$ cat src/rtl/sdram_arb_pkg.sv
// Shared types and constants for the SDRAM burst arbiter.
package sdram_arb_pkg;

    typedef enum logic [2:0] {
        ST_IDLE,
        ST_ARB,
        ST_REQ,
        ST_XFER,
        ST_DONE
    } arb_state_t;

    // Per-port starvation counter width (saturates at all-ones).
    localparam int WAIT_W = 8;

    // Bits needed to hold 0..timeout for the ack timeout counter.
    function automatic int tmo_width(input int timeout);
        return (timeout < 2) ? 1 : $clog2(timeout + 1);
    endfunction

endpackage

$ cat src/rtl/sdram_arb_pick.sv
// Combinational winner selection: lowest-index urgent port, else round-robin
// starting just after the previous grant.
module sdram_arb_pick #(
    parameter int NUM_PORTS = 4,
    parameter int IDX_W     = $clog2(NUM_PORTS)
) (
    input  logic [NUM_PORTS-1:0] eligible,
    input  logic [NUM_PORTS-1:0] urgent,
    input  logic [IDX_W-1:0]     last_grant,
    output logic [NUM_PORTS-1:0] winner,
    output logic                 valid
);

    logic [NUM_PORTS-1:0] hot;
    logic [IDX_W-1:0]     idx;

    // Urgent ports short-circuit the rotation; x & -x isolates the lowest set bit.
    always_comb begin
        winner = '0;
        valid  = 1'b0;
        idx    = '0;
        hot    = eligible & urgent;
        if (|hot) begin
            winner = hot & (~hot + NUM_PORTS'(1));
            valid  = 1'b1;
        end else begin
            for (int k = 1; k <= NUM_PORTS; k++) begin
                idx = IDX_W'((int'(last_grant) + k) % NUM_PORTS);
                if (eligible[idx] && !valid) begin
                    winner[idx] = 1'b1;
                    valid       = 1'b1;
                end
            end
        end
    end

endmodule

$ cat src/rtl/sdram_port_arbiter.sv
// Burst-level arbiter sharing one SDRAM controller among NUM_PORTS clients.
// One burst is in flight at a time; the controller ack is steered to the
// granted client only.
module sdram_port_arbiter
    import sdram_arb_pkg::*;
#(
    parameter int NUM_PORTS   = 4,
    parameter int ADDR_W      = 24,
    parameter int LEN_W       = 10,
    parameter int MAX_WAIT    = 255,
    parameter int ACK_TIMEOUT = 1023
) (
    input  logic                        clk_ref,
    input  logic                        rst_n,
    input  logic [NUM_PORTS-1:0]        port_req,
    input  logic [NUM_PORTS-1:0]        port_we,
    input  logic [NUM_PORTS-1:0]        port_urgent,
    input  logic [NUM_PORTS*ADDR_W-1:0] port_addr,
    input  logic [NUM_PORTS*LEN_W-1:0]  port_len,
    output logic [NUM_PORTS-1:0]        port_ack,
    output logic [NUM_PORTS-1:0]        port_grant,
    output logic                        ctl_req,
    output logic                        ctl_we,
    output logic [ADDR_W-1:0]           ctl_addr,
    output logic [LEN_W-1:0]            ctl_len,
    input  logic                        ctl_ack,
    output logic                        err_timeout,
    output logic                        err_spurious
);

    localparam int IDX_W = $clog2(NUM_PORTS);
    localparam int TMO_W = tmo_width(ACK_TIMEOUT);

    arb_state_t                          state;
    logic [IDX_W-1:0]                    last_grant;
    logic [IDX_W-1:0]                    win_idx;
    logic [TMO_W-1:0]                    tmo_cnt;
    logic [NUM_PORTS-1:0][WAIT_W-1:0]    wait_cnt;
    logic [NUM_PORTS-1:0]                eligible;
    logic [NUM_PORTS-1:0]                urgent_eff;
    logic [NUM_PORTS-1:0]                winner;
    logic                                win_valid;
    logic                                ack_q;

    // A zero-length burst is never eligible; aged ports count as urgent.
    for (genvar i = 0; i < NUM_PORTS; i++) begin : g_port
        assign eligible[i]   = port_req[i] && (port_len[i*LEN_W +: LEN_W] != '0);
        assign urgent_eff[i] = port_urgent[i] || (wait_cnt[i] >= WAIT_W'(MAX_WAIT));
    end

    sdram_arb_pick #(
        .NUM_PORTS (NUM_PORTS),
        .IDX_W     (IDX_W)
    ) u_pick (
        .eligible   (eligible),
        .urgent     (urgent_eff),
        .last_grant (last_grant),
        .winner     (winner),
        .valid      (win_valid)
    );

    // One-hot winner to index for muxing the burst fields.
    always_comb begin
        win_idx = '0;
        for (int i = 0; i < NUM_PORTS; i++)
            if (winner[i]) win_idx = IDX_W'(i);
    end

    // Ack is combinational so client FIFO strobes line up with the data phase.
    assign port_ack = port_grant & {NUM_PORTS{ctl_ack}};

    // Starvation counters: count while eligible and not being served.
    always_ff @(posedge clk_ref or negedge rst_n) begin
        if (!rst_n) begin
            wait_cnt <= '0;
        end else begin
            for (int i = 0; i < NUM_PORTS; i++) begin
                if (!port_req[i] || (state == ST_ARB && winner[i]))
                    wait_cnt[i] <= '0;
                else if (eligible[i] && !port_grant[i] && wait_cnt[i] != '1)
                    wait_cnt[i] <= wait_cnt[i] + WAIT_W'(1);
            end
        end
    end

    // Burst FSM with registered controller-side outputs and error pulses.
    always_ff @(posedge clk_ref or negedge rst_n) begin
        if (!rst_n) begin
            state        <= ST_IDLE;
            last_grant   <= IDX_W'(NUM_PORTS - 1);
            port_grant   <= '0;
            ctl_req      <= 1'b0;
            ctl_we       <= 1'b0;
            ctl_addr     <= '0;
            ctl_len      <= '0;
            tmo_cnt      <= '0;
            err_timeout  <= 1'b0;
            err_spurious <= 1'b0;
            ack_q        <= 1'b0;
        end else begin
            ack_q        <= ctl_ack;
            err_timeout  <= 1'b0;
            // An ack edge with no request outstanding is flagged and otherwise ignored.
            err_spurious <= ctl_ack && !ack_q &&
                            (state == ST_IDLE || state == ST_ARB || state == ST_DONE);
            case (state)
                ST_IDLE: begin
                    if (|eligible) state <= ST_ARB;
                end
                ST_ARB: begin
                    if (win_valid) begin
                        port_grant <= winner;
                        ctl_we     <= port_we[win_idx];
                        ctl_addr   <= port_addr[win_idx*ADDR_W +: ADDR_W];
                        ctl_len    <= port_len[win_idx*LEN_W +: LEN_W];
                        last_grant <= win_idx;
                        tmo_cnt    <= '0;
                        ctl_req    <= 1'b1;
                        state      <= ST_REQ;
                    end else begin
                        state <= ST_IDLE;
                    end
                end
                ST_REQ: begin
                    // Count runs 0..ACK_TIMEOUT-1; the abort is the edge it would hit ACK_TIMEOUT.
                    if (ctl_ack) begin
                        ctl_req <= 1'b0;
                        state   <= ST_XFER;
                    end else if (tmo_cnt == TMO_W'(ACK_TIMEOUT - 1)) begin
                        err_timeout <= 1'b1;
                        ctl_req     <= 1'b0;
                        port_grant  <= '0;
                        state       <= ST_IDLE;
                    end else begin
                        tmo_cnt <= tmo_cnt + TMO_W'(1);
                    end
                end
                ST_XFER: begin
                    // Grant drops here so a stray ack during DONE reaches no client.
                    if (!ctl_ack) begin
                        port_grant <= '0;
                        state      <= ST_DONE;
                    end
                end
                ST_DONE: begin
                    state <= ST_IDLE;
                end
                default: state <= ST_IDLE;
            endcase
        end
    end

endmodule

$ cat config.mk
export PLATFORM = sky130hd
export DESIGN_NAME = sdram_port_arbiter
export DESIGN_NICKNAME = d
export VERILOG_FILES = /design/src/rtl/sdram_arb_pkg.sv /design/src/rtl/sdram_arb_pick.sv /design/src/rtl/sdram_port_arbiter.sv
export SDC_FILE = /design/constraint.sdc
export NUM_CORES = 1
export LEC_CHECK = 0
export CAP_MARGIN = 20
export CORE_MARGIN = 4
export CORE_UTILIZATION = 44
export CTS_CLUSTER_SIZE = 16
export DETAILED_ROUTE_END_ITERATION = 6
export DONT_BUFFER_PORTS = 1
export GPL_TIMING_DRIVEN = 0
export PLACE_DENSITY = 0.72
export SYNTH_ARGS = -nofsm -noshare
export SYNTH_HDL_FRONTEND = slang
export SYNTH_SLANG_ARGS = --single-unit
$ cat constraint.sdc
create_clock -name clk_ref -period 3.5 [get_ports clk_ref]
set_input_delay 0.525 -clock clk_ref [delete_from_list [all_inputs] [get_ports clk_ref]]
set_output_delay 0.525 -clock clk_ref [all_outputs]
set_load 0.01 [all_outputs]
# Yosys cells after proc, flatten, opt, wreduce, memory -nomap -nowiden
# Cells that the tools add are included.
dict set report totals {
  output_inout_bits 46
  ff_bits 90
  wordCells 197
  in_bits 151
}
dict set report op_classes {
  magnitude_cmp 13
  eq_ne 16
  shift 2
  multipliers 2
  addsub 10
  reduce_logical 65
  bitwise_logic 7
  mux 67
}
# cell count
set ops {}
lappend ops {{$shiftx A96 B8 Y24} 1}
lappend ops {{$mux W8} 8}
lappend ops {{$mux W4} 12}
lappend ops {{$reduce_bool A10 Y1} 4}
lappend ops {{$shiftx A40 B7 Y10} 1}
lappend ops {{$add A8 B1 Y8 const B} 4}
lappend ops {{$ge A8 B8 Y1 const B} 4}
lappend ops {{$ne A8 B8 Y1 const B} 4}
lappend ops {{$mux W10} 3}
lappend ops {{$logic_and A1 B1 Y1} 25}
lappend ops {{$mux W1} 24}
lappend ops {{$pmux W10 S2} 1}
lappend ops {{$lt A2 B3 Y1 const B} 5}
lappend ops {{$and A4 B4 Y4} 3}
lappend ops {{$logic_not A1 Y1} 12}
lappend ops {{$mux W3} 4}
lappend ops {{$or A4 B4 Y4} 3}
lappend ops {{$pmux W3 S4} 1}
lappend ops {{$pmux W4 S3} 1}
lappend ops {{$add A10 B1 Y10 const B} 1}
lappend ops {{$bmux W1 S2} 5}
lappend ops {{$eq A10 B10 Y1 const B} 1}
lappend ops {{$logic_or A1 B1 Y1} 10}
lappend ops {{$reduce_bool A2 Y1} 5}
lappend ops {{23 further kinds} 40}

# Longest topological paths before layout
dict set report logic_depth {
  depth_word 23
  depth_mapped 13
  ltp_nobuf 9
}

# Hierarchy
# From an unflattened synthesis, not the netlist that was laid out.
dict set report unflattened {
  hier_cells 650
  hier_area_um2 5924.4
}
# module instances seq_area_each_um2 area_per_inst_um2 cells_each
set by_module_without_submodules {}
lappend by_module_without_submodules {sdram_port_arbiter 1 2254.7 5487.8 601}
lappend by_module_without_submodules {sdram_arb_pick 1 0.0 436.7 49}

# Least setup slack after synthesis
# OpenSTA, ideal clock, no wires.
dict set report synth_path {
  kind {reg2reg}
  start {reg last_grant[0]}
  end {reg ctl_len[0]}
  arrival_time_ns 3.710
  path_slack_ns -0.336
  required_ns 3.374
  setup_ns 0.126
  period_less_slack_ns 3.836
  path_buffers 3
  stages_incl_launch_ff 12
  cell_sequence {dfstp_2 -> clkbuf_1 -> clkinv_1 -> ha_1 -> clkbuf_1 -> mux4_2 -> nor2_1 -> a311oi_1 -> nor3_1 -> clkbuf_1 -> mux2_2 -> a221o_1}
}
dict set report synth_between {
  elab_chain_len 22
  word_cells_on_any_way 63
  cone_classes {add/sub: 4; mul: 1; order compare: 8; shift: 1; mux: 35; bitwise: 3; reduce/logical: 11}
}
# item line_no
set synth_rtl {}
lappend synth_rtl {{start: declaration} sdram_port_arbiter.sv:35} ;# logic [IDX_W-1:0] last_grant;
lappend synth_rtl {{start signal: assignment} sdram_port_arbiter.sv:90} ;# last_grant <= IDX_W'(NUM_PORTS - 1);
lappend synth_rtl {{start signal: assignment} sdram_port_arbiter.sv:116} ;# last_grant <= win_idx;
lappend synth_rtl {{parallel branches: the longest is 22 deep, another holds $lt A2 B3 Y1} n/a}
lappend synth_rtl {{end signal: assignment} sdram_port_arbiter.sv:115} ;# ctl_len <= port_len[win_idx*LEN_W +: LEN_W];
lappend synth_rtl {{end: declaration} sdram_port_arbiter.sv:25} ;# output logic [LEN_W-1:0] ctl_len,
# Several ways; the timed one is not identified. The select of a mux whose other input is x is not followed.
# A chain may end at the register's enable or synchronous reset.

# Worst setup path after layout
dict set report layout_path {
  start {in port_len[12]}
  end {reg ctl_len[3]}
}
dict set report layout_between {
  elab_chain_len 23
  word_cells_on_any_way 46
  cone_classes {add/sub: 1; mul: 1; shift: 1; mux: 27; bitwise: 6; reduce/logical: 10}
}
# item line_no
set layout_rtl {}
lappend layout_rtl {{start: declaration} sdram_port_arbiter.sv:19} ;# input logic [NUM_PORTS*LEN_W-1:0] port_len,
lappend layout_rtl {{$reduce_bool A10 Y1 (*)} sdram_port_arbiter.sv:47} ;# assign eligible[i] = port_req[i] && (port_len[i*LEN_W +: LEN_W] != '0);
lappend layout_rtl {{$logic_and A1 B1 Y1 (*)} sdram_port_arbiter.sv:47}
lappend layout_rtl {{$bmux W1 S2} sdram_arb_pick.sv:29} ;# if (eligible[idx] && !valid) begin
lappend layout_rtl {{$mux W1 (implied by the code)} sdram_arb_pick.sv:29}
lappend layout_rtl {{$mux W1} sdram_arb_pick.sv:29}
lappend layout_rtl {{$mux W1} sdram_arb_pick.sv:23} ;# if (|hot) begin
lappend layout_rtl {{$logic_not A1 Y1} sdram_arb_pick.sv:29}
lappend layout_rtl {{$logic_and A1 B1 Y1} sdram_arb_pick.sv:29}
lappend layout_rtl {{(+6 left out)} n/a}
lappend layout_rtl {{$logic_not A1 Y1} sdram_arb_pick.sv:29}
lappend layout_rtl {{$logic_and A1 B1 Y1} sdram_arb_pick.sv:29}
lappend layout_rtl {{$mux W4} sdram_arb_pick.sv:29}
lappend layout_rtl {{$mux W4} sdram_arb_pick.sv:23}
lappend layout_rtl {{$mux W1} sdram_port_arbiter.sv:66} ;# if (winner[i]) win_idx = IDX_W'(i);
lappend layout_rtl {{$mux W2 (2 in series)} sdram_port_arbiter.sv:66}
lappend layout_rtl {{$mul A2 B3 Y5} sdram_port_arbiter.sv:115}
lappend layout_rtl {{$shiftx A40 B7 Y10} sdram_port_arbiter.sv:115}
# Every way passes the cells marked *; elsewhere a longest branch is shown, timed or not. The select of a mux whose other input is x is not followed.

==> metrics.md <==
| Metric | Value |
|---|---|
| Placed Instance Area | 0.00580 mm2 |
| Core Rows | 40 |
| CTS HTree Levels | 3 |
| Final period utilization | 98.0% |
| Status | complete, no violations |
| Synth unique cells | 63 |
| Die area | 0.0145 mm2 |
| Final Setup Violations | 0 |
| WP buf/inv | 3 |
| Setup ws final | 0.0698 ns |
| Antenna diodes | 0 |
| Power Density | 770 mW/mm2 |
| First-pass GRT wire length | 26.6 mm |
| Multi-input gate area | approximately 0.0032 mm2 |
| Drt first-iter violations | 402 |
| Overall routing resource usage | about a quarter |
| HP Class | in -> async |
| Crit end category | flip-flop |
| Fmax | 292 MHz |
| Setup TNS | 0 ns |
| Critical path's top delay family | simple AND/OR/NAND/NOR gates |
| Crit path kind | in -> reg |
| FFs w/ async S/R, synth | 100% |
| Cell Chain, Critical Path | or4_4 > o31a_1 > mux4_2 > or3b_1 > a31oi_4 > o31ai_2 > buf_6 > and3_4 > buf_6 > buf_6 > a221o_1 |
| WL/cell | 21.8 um |
| Reg area | 0.00225 mm2 |
| Worst slew margin | 42.6% |
| Maximum number of pins on one net before global-route repair | 89 |
| Net Count, Synth | 759 |
| CTS Root Cell | clkbuf_16 |
| Initial Util | 45.6% |
| Worst slew pin tran | 0.854 ns |
| CTS max path bufs | 2 |
| Vias per inst | 6.17 |
| Layout cells sized above 1 | 17.0% |
| Slowest stage delay, CP | between 0.5 and 0.6 ns |
| Core area | approximately 0.012 mm2 |
| Placer's final routability congestion estimate | 0.890 |
| Initial antenna violation count | 0 |
| CTS tree | built |
| Yosys warns | 0 |
| 1st-pass router iterations | 5 |
| Setup crit start kind | input port |
| Yosys reg bits | 90 |
| RSZ-0062 raised after global routing | yes |
| Vias | 4879 |
| Setup WS pre-CTS | -1.05 ns |
| Tot Pwr | 4.90 mW |
| Post-Syn Area | between 0.005 and 0.006 mm2 |
| Worst-case clock skew | 0.00818 ns |
| Crit-path slowest cell | or4_4 |
| Vias in the first global route | 4988 |
| Max Slew Vio Count | 0 |
| Die H | 121 um |
| Post-DP HPWL | 12.7 mm |
| Minimum clock period | 3.43 ns |
| Die Span X | between 100 and 150 um |
| Commonest non-fill, non-tap cell in the layout | nand2_1 |
| Number of synthesized flops with an enable pin | 0 |
| Mean Syn Cell Area | 9.38 um2 |
| Syn Inst Count | 594 |
| Total gr overflow | 0 |
| Max-cap viol count | 0 |
| Clock sink count | 90 |
| I/O Buffers | 0 |
| # IOs | 197 |
| Prevailing post-synth register cell | dfrtp_1 |
| Fill count | 1113 |
| Clk_lat worst skew | 0.34 ns |
| Worst-path clk slew | 0.07 ns |
| Fin. Hold Viols | 0 |
| Layout Nets | around 800 |
| Antenna-violating nets left | 0 |
| CP dominant cell by count | buf_6 |
| Crit-path max FO | 10 |
| Maximum VDD drop | between 0.3 and 0.4 mV |
| Drc violations | 0 |
| Area Growth Syn to Fin | 14.2% |
| LEAKAGE | 2.65 nW |
| WP data arrival | 3.65 ns |
| Design area | 0.00636 mm2 |
| CTS Buf Count | 9 |
| Seq/Total Area, Yosys | 40.5% |
| CP Data Required Time | 3.72 ns |
| Commonest cells after routing, fill and taps aside | nand2_1, dfrtp_1, nor2_1, o21ai_0, a221o_1 |
| Final wirelength | 17.2 mm |
## what timing repair did
item,CTS,global route
setup endpoints to repair,70,51
hold buffers,1,0
gates resized for setup,19,13
pin swaps,4,5
setup buffers,9,6
hold endpoints to repair,88,0
## where the power goes
part	internal, mW	switching, mW	leakage (nW)	total (mW)
Combinational	0.971	1.19	1.32	2.16
Sequential	1.34	0.407	1.18	1.75
Clock	0.571	0.415	0.146	0.986
## worst paths after layout
| path | end | slack, ns | depth (start not counted) | startpoint |
|---|---|---|---|---|
| max reg2reg | ctl_addr[9] | 0.17 | 10 | last_grant[0] |
| min | last_grant[1] | 0.03 | 0 | rst_n |
| min reg2reg | tmo_cnt[5] | 0.49 | 1 | tmo_cnt[5] |
| max | ctl_len[3] | 0.07 | 11 | port_len[12] |
| min in group clk_ref | ack_q | 0.21 | 0 | ctl_ack |
| max in group asynchronous | ctl_addr[18] | 3.04 | 1 | rst_n |
## routing by layer
metal / GRT usage [%] / wire length [um]
met1: 28.0 / 6560
met2: 38.2 / 8550
met3: 7.67 / 1660
met4: 9.84 / 452
met5: 0 / 0
## state kept, by name, summed over array words and instances, names as in the netlist
signal        count
ack_q             1
ctl_addr         24
ctl_len          10
ctl_req           1
ctl_we            1
err_spurious      1
err_timeout       1
last_grant        2
port_grant        4
state             3
tmo_cnt          10
wait_cnt         32
## stage by stage
stage	utilization [%]	hold WS, ns	std cells
2_1_floorplan	-	0.229	594
3_5_place_dp	47.5	0.233	762
6_report	52.1	0.0269	791
3_3_place_gp	47.5	0.234	762
5_1_grt	52.1	0.0112	791
4_1_cts	51.3	0.0144	785
## logic make-up (layout without fill, tap and decap cells)
logic type,after synthesis,count (layout),share of synthesized area (%)
and+or+nand+nor,243,243,20.1
AOI/OAI and AO/OA,127,127,16.9
DFF,90,90,40.5
muxes,47,47,10.5
buffers and inverters,40,69,3.71
xor gates and xnor gates,33,33,5.19
adders and majority gates,14,14,3.14
## cells in the mapped netlist, types with 6 or more instances
cell / number / area, um2
buf_6: 7 / 78.8
inv_1: 10 / 37.5
nor4_1: 7 / 43.8
o21ai_0: 42 / 210
clkbuf_1: 19 / 71.3
mux2i_1: 8 / 80.1
nor3_1: 16 / 80.1
xor2_1: 20 / 175
and2_1: 6 / 37.5
nand2_1: 102 / 383
nand3_1: 6 / 30.0
dfrtp_1: 88 / 2200
a221o_1: 35 / 350
nand4_1: 15 / 93.8
nor2_1: 64 / 240
a21oi_1: 11 / 55.1
mux2_1: 11 / 124
xnor2_1: 13 / 114
ha_1: 14 / 175
mux2_4: 8 / 120
mux2_2: 17 / 191
## layout make-up
class,count,area share [%]
multi-input cells,464,50.7
flip-flops and latches,90,35.4
clock buffers,11,3.81
well taps,168,3.30
plain buffers,27,2.97
repair buffers,16,2.20
clock inverters,4,0.826
inverters,11,0.727
(Power assumes the default switching activity.)
